===== config.mk =====
export PLATFORM = sky130hd
export DESIGN_NAME = mul_d_pipe
export DESIGN_NICKNAME = d
export VERILOG_FILES = /design/src/rtl/red_d_pkg.sv /design/src/rtl/pipe_reg_vr.sv /design/src/rtl/mul_d_pipe.sv
export SDC_FILE = /design/constraint.sdc
export NUM_CORES = 1
export LEC_CHECK = 0
export CORE_MARGIN = 5
export CORE_UTILIZATION = 57
export CTS_CLUSTER_SIZE = 16
export DETAILED_ROUTE_END_ITERATION = 12
export GPL_TIMING_DRIVEN = 0
export PLACE_DENSITY = 0.79
export SLEW_MARGIN = 20
export SYNTH_ARGS = -nofsm -noshare
export SYNTH_HDL_FRONTEND = slang
export SYNTH_HIERARCHICAL = 1
export SYNTH_SLANG_ARGS = --single-unit

===== constraint.sdc =====
create_clock -name clk_i -period 6.85 [get_ports clk_i]
set_input_delay 1.37 -clock clk_i [delete_from_list [all_inputs] [get_ports clk_i]]
set_output_delay 1.37 -clock clk_i [all_outputs]
set_load 0.01 [all_outputs]

===== src/rtl/red_d_pkg.sv =====
// Shared Dilithium coefficient types and constants for the red_d datapath
// (multiplier producer, Barrett reduction consumer and their benches).
package red_d_pkg;

    localparam int unsigned Q     = 8380417;
    localparam int unsigned W_OP  = 23;
    localparam int unsigned W_PR  = 2 * W_OP;
    localparam int unsigned W_CNT = 16;

    typedef logic [W_OP-1:0] coef_t;
    typedef logic [W_PR-1:0] prod_t;

    // True when a coefficient is a canonical residue, i.e. strictly below Q.
    function automatic logic in_range(input coef_t x);
        return {9'd0, x} < Q;
    endfunction

endpackage


===== src/rtl/pipe_reg_vr.sv =====
// One valid/ready pipeline register stage. Refills in the same cycle it drains,
// so a chain of these sustains one transfer per cycle; stalled data holds.
module pipe_reg_vr #(
    parameter int WIDTH = 8
) (
    input  logic             clk_i,
    input  logic             rst_n_i,
    input  logic             valid_i,
    input  logic [WIDTH-1:0] data_i,
    output logic             ready_o,
    output logic             valid_o,
    output logic [WIDTH-1:0] data_o,
    input  logic             ready_i
);

    logic             valid_q, valid_d;
    logic [WIDTH-1:0] data_q,  data_d;
    logic             load;

    // Ready depends only on local state and downstream ready, never on valid_i.
    assign ready_o = !valid_q || ready_i;
    assign load    = valid_i && ready_o;

    // NOTE: every always_comb target gets a default first, so no latch is inferred.
    always_comb begin
        valid_d = valid_q;
        data_d  = data_q;
        if (load) begin
            valid_d = 1'b1;
            data_d  = data_i;
        end else if (ready_i) begin
            valid_d = 1'b0;
        end
    end

    // NOTE: state updates use non-blocking assignments; the data register is reset
    // too because its value is visible on product_o and must read 0 after reset.
    always_ff @(posedge clk_i or negedge rst_n_i) begin
        if (!rst_n_i) begin
            valid_q <= 1'b0;
            data_q  <= '0;
        end else begin
            valid_q <= valid_d;
            data_q  <= data_d;
        end
    end

    assign valid_o = valid_q;
    assign data_o  = data_q;

endmodule


===== src/rtl/mul_d_pipe.sv =====
// Two-stage pipelined 23x23 unsigned multiplier feeding red_d.product_i.
// Optional sticky operand range check enabled by defining MUL_D_RANGE_CHK_EN.
module mul_d_pipe
    import red_d_pkg::*;
(
    input  logic              clk_i,
    input  logic              rst_n_i,
    input  logic [W_OP-1:0]   a_i,
    input  logic [W_OP-1:0]   b_i,
    input  logic              valid_i,
    output logic              ready_o,
    output logic [W_PR-1:0]   product_o,
    output logic              valid_o,
    input  logic              ready_i,
    output logic [W_CNT-1:0]  cnt_o,
    output logic              err_o
);

    logic              s1_valid;
    logic [2*W_OP-1:0] s1_data;
    logic              s2_ready;
    coef_t             s1_a, s1_b;
    prod_t             mult;
    logic              in_xfer;

    pipe_reg_vr #(.WIDTH(2 * W_OP)) u_s1 (
        .clk_i   (clk_i),
        .rst_n_i (rst_n_i),
        .valid_i (valid_i),
        .data_i  ({a_i, b_i}),
        .ready_o (ready_o),
        .valid_o (s1_valid),
        .data_o  (s1_data),
        .ready_i (s2_ready)
    );

    assign s1_a = s1_data[2*W_OP-1:W_OP];
    assign s1_b = s1_data[W_OP-1:0];
    assign mult = prod_t'(s1_a) * prod_t'(s1_b);

    pipe_reg_vr #(.WIDTH(W_PR)) u_s2 (
        .clk_i   (clk_i),
        .rst_n_i (rst_n_i),
        .valid_i (s1_valid),
        .data_i  (mult),
        .ready_o (s2_ready),
        .valid_o (valid_o),
        .data_o  (product_o),
        .ready_i (ready_i)
    );

    assign in_xfer = valid_i && ready_o;

    logic [W_CNT-1:0] cnt_q, cnt_d;

    always_comb begin
        cnt_d = cnt_q;
        if (in_xfer) begin
            cnt_d = cnt_q + W_CNT'(1);
        end
    end

    always_ff @(posedge clk_i or negedge rst_n_i) begin
        if (!rst_n_i) begin
            cnt_q <= '0;
        end else begin
            cnt_q <= cnt_d;
        end
    end

    assign cnt_o = cnt_q;

`ifdef MUL_D_RANGE_CHK_EN
    logic err_q, err_d;

    // Out-of-range operands are flagged but still multiplied and delivered.
    always_comb begin
        err_d = err_q;
        if (in_xfer && (!in_range(a_i) || !in_range(b_i))) begin
            err_d = 1'b1;
        end
    end

    always_ff @(posedge clk_i or negedge rst_n_i) begin
        if (!rst_n_i) begin
            err_q <= 1'b0;
        end else begin
            err_q <= err_d;
        end
    end

    assign err_o = err_q;
`else
    assign err_o = 1'b0;
`endif

endmodule


==> impl_metrics.tcl <==
set metrics [dict create \
    grt_use_total_pct 34.1 \
    crit-reg2reg-capture "u_s2/data_o[43]" \
    clk_latency_ps 410 \
    fill_cells 2954 \
    setup_viol_count_final 3 \
    syn_area_per_cell_um2 9.62 \
    async_flop_share_pct 100 \
    io_buffers 113 \
    slew_violations 0 \
    num_vias 17000 \
    reg2reg_depth 22 \
    fmaxAchievable_mhz 144 \
    overflow 0 \
    cts_max_level 3 \
    worstPathRequired_ps 7150 \
    coreArea_mm2 0.0385 \
    synth_seq_area_share_pct 12.5 \
    io_pins 115 \
    antenna_found_initial 3 \
    critPathLaunchType "flip-flop" \
    hold_depth 1 \
    synth_seq_cells 110 \
    status "finished, violations left" \
    grt_max_degree 61 \
    drive_gt1_share_pct 16.5 \
    stdcell_area_mm2 0.0261 \
    layout_setup_ws_ps -95.9 \
    synthFlopType "dfrtp_1" \
    post-route-drc-count 0 \
    path_clk_slew_ps 80 \
    hold_buffers 0 \
    syn-num-nets 2953 \
    die_h_um 207 \
    wl_per_cell_um 23.3 \
    hold_start "cnt_o[15]" \
    clockBufferDepth 2 \
    whs_ps 480 \
    multi_input_area_mm2 0.0173 \
    min_to "cnt_o[15]" \
    syn_inst 2292 \
    grt_pass1_vias 18600 \
    min_path_type "flip-flop to flip-flop" \
    fin_crit_sh_pct 101 \
    area_delta_synth_final_pct 18.2 \
    cap_violations 0 \
    crit_fanout 10 \
    max_slew_margin_pct 55.0 \
    reg2reg_slack_ps -100 \
    ys_types 55 \
    drt_wl_total_mm 70.3 \
    placed_area_mm2 0.0238 \
    worst_setup_path_end_kind "flip-flop" \
    netlist_area_mm2 0.0220 \
    skew_ps 8.37 \
    cts_root_buf "clkbuf_16" \
    violations "setup timing" \
    nNetsFinal 3149 \
    dieArea_mm2 0.0427 \
    path_class "flip-flop to flip-flop" \
    place_hpwl_mm 53.7 \
    first_pass_iters 5 \
    rows 72 \
    rsz0062_at_grt "true" \
    hold_viol_final 0 \
    place.gp.congestion 1.09 \
    via_per_inst 5.64 \
    timing.rr.start "u_s1/data_o[21]" \
    antenna_left 0 \
    synth_edf_count 0 \
    fin_tns_setup_ps -174 \
    cts_buffers 9 \
    grt_pass1_wl_mm 108 \
    die_w_um 207 \
    cts_tree "built" \
    cts.sinks 110 \
    seq_area_mm2 0.00281 \
    worst_pin_slew_ps 675 \
    cp.arrival_ps 7240 \
    fin_crit_ps 6950 \
    ys.warnings.count 6 \
    dr.first_iter.drc_count 1254 \
    start_util_pct 57.3 \
]
## how the worst max path moves through the flow
stage	to	depth (start not counted)	start
floorplan	u_s2/data_o[43]	26	u_s1/data_o[33]
global placement	u_s2/data_o[42]	26	u_s1/data_o[32]
detailed placement	u_s2/data_o[42]	26	u_s1/data_o[32]
CTS	u_s2/data_o[39]	23	u_s1/data_o[37]
global route	u_s2/data_o[43]	26	u_s1/data_o[27]
finish	u_s2/data_o[43]	22	u_s1/data_o[21]
## cells in the final DEF (no fill, tap or decap), drive strengths merged, types with 3 or more instances in the layout
master and instances:
a31oi 3, dfrtp 110, nor4 3, ha 173, nand2b 6, a21boi 3, nand4 12, a211oi 3
fa 438, o21a 4, nand3 11, a21o 26, o21ai 25, clkbuf 84, buf 114, mux2 94
clkdlybuf4s50 112, xnor2 35, a21oi 55, o21bai 9, and3 4, nor2 31, xor2 20, nor3 7
inv 510, and2 238, nand2 336, diode 3
## through the flow
step | cells | setup slack (ps) | util [%]
2_1_floorplan | 2292 | 328 | -
3_3_place_gp | 2923 | -1140 | 61.9
3_5_place_dp | 2924 | -1270 | 62.0
4_1_cts | 2994 | 2.38 | 66.5
5_1_grt | 3011 | -265 | 67.7
6_report | 3014 | -95.9 | 67.7
## cell type report
class	count	share of cell area [%]
sequential	110	10.8
timing repair buffer	188	6.70
clock buffer	11	0.932
multi-input combinational	1561	66.5
buffer	111	5.13
inverter	507	7.30
antenna	3	0.0288
clock inverter	5	0.158
tap	518	2.49
## layer usage
metal  up-vias  part of all wire [%]  track usage, %
li1       7196                     -               -
met1      8678                    37            42.6
met2       878                    47            54.5
met3       254                    11            11.4
met4         4                   5.4            14.9
met5         -                 0.038               0
## repair_timing
action                                  4_1_cts  5_1_grt
pin swaps                                    32       35
gates cloned                                  0        1
endpoints found under the setup margin       30       22
buffers inserted                             55       18
resized for setup                           314      113
## Yosys cell counts, types with 3 or more instances
master    instances  area share [%]
nor2_1           31            0.53
nand3_1          11            0.25
xnor2_1          35             1.4
a211oi_1          3            0.10
nand2_1         334             5.7
buf_2             3           0.068
clkbuf_1        102             1.7
o21a_1            4            0.14
and3_1            3           0.085
a21oi_1          53             1.2
nor4_1            3           0.085
nand2b_1          4            0.11
o21ai_1           7            0.16
o21ai_0          17            0.39
mux2_2           14            0.72
a31oi_1           3           0.085
xor2_1           20            0.79
and2_1          238             6.8
dfrtp_1         110              12
fa_1            438              40
mux2_4           80             5.4
o21bai_1          9            0.31
nand4_1          12            0.34
inv_1           507             8.6
nor3_1            7            0.16
a21o_1           26            0.89
buf_6             8            0.41
ha_1            173             9.8
## flip-flops by register name, indices dropped and copies added (netlist names)
register / count
u_s1/data_o: 46
cnt_o: 16
u_s2/valid_o: 1
u_s2/data_o: 46
u_s1/valid_o: 1
## worst max-delay path, stage by stage, from the launching register on
cell,delay (ps)
dfrtp_2,530
clkbuf_4,320
nand2_1,100
fa_1,510
fa_1,530
inv_1,60
fa_1,520
fa_1,450
fa_1,520
fa_1,490
inv_1,50
fa_1,470
inv_1,40
ha_1,280
buf_6,130
a21oi_4,170
o21ai_4,90
a2111o_1,440
a21oi_4,260
o31a_1,290
o221ai_2,140
xor2_1,150
mux2_2,260
## cell families (layout without fill, tap and decap cells)
group | after synthesis | in the layout | synth area share [%]
xor+xnor | 55 | 55 | 2.19
mux | 94 | 94 | 6.16
other cells | 1 | 4 | 0.0170
flops | 110 | 110 | 12.5
fa+ha+maj | 611 | 611 | 49.6
compound gates | 142 | 142 | 4.06
buf+inv | 621 | 822 | 10.9
simple gates | 658 | 658 | 14.6
Power is left out: the tool's default activity adds up to more than one toggle a clock period on the data nets, which glitch-free logic cannot reach.
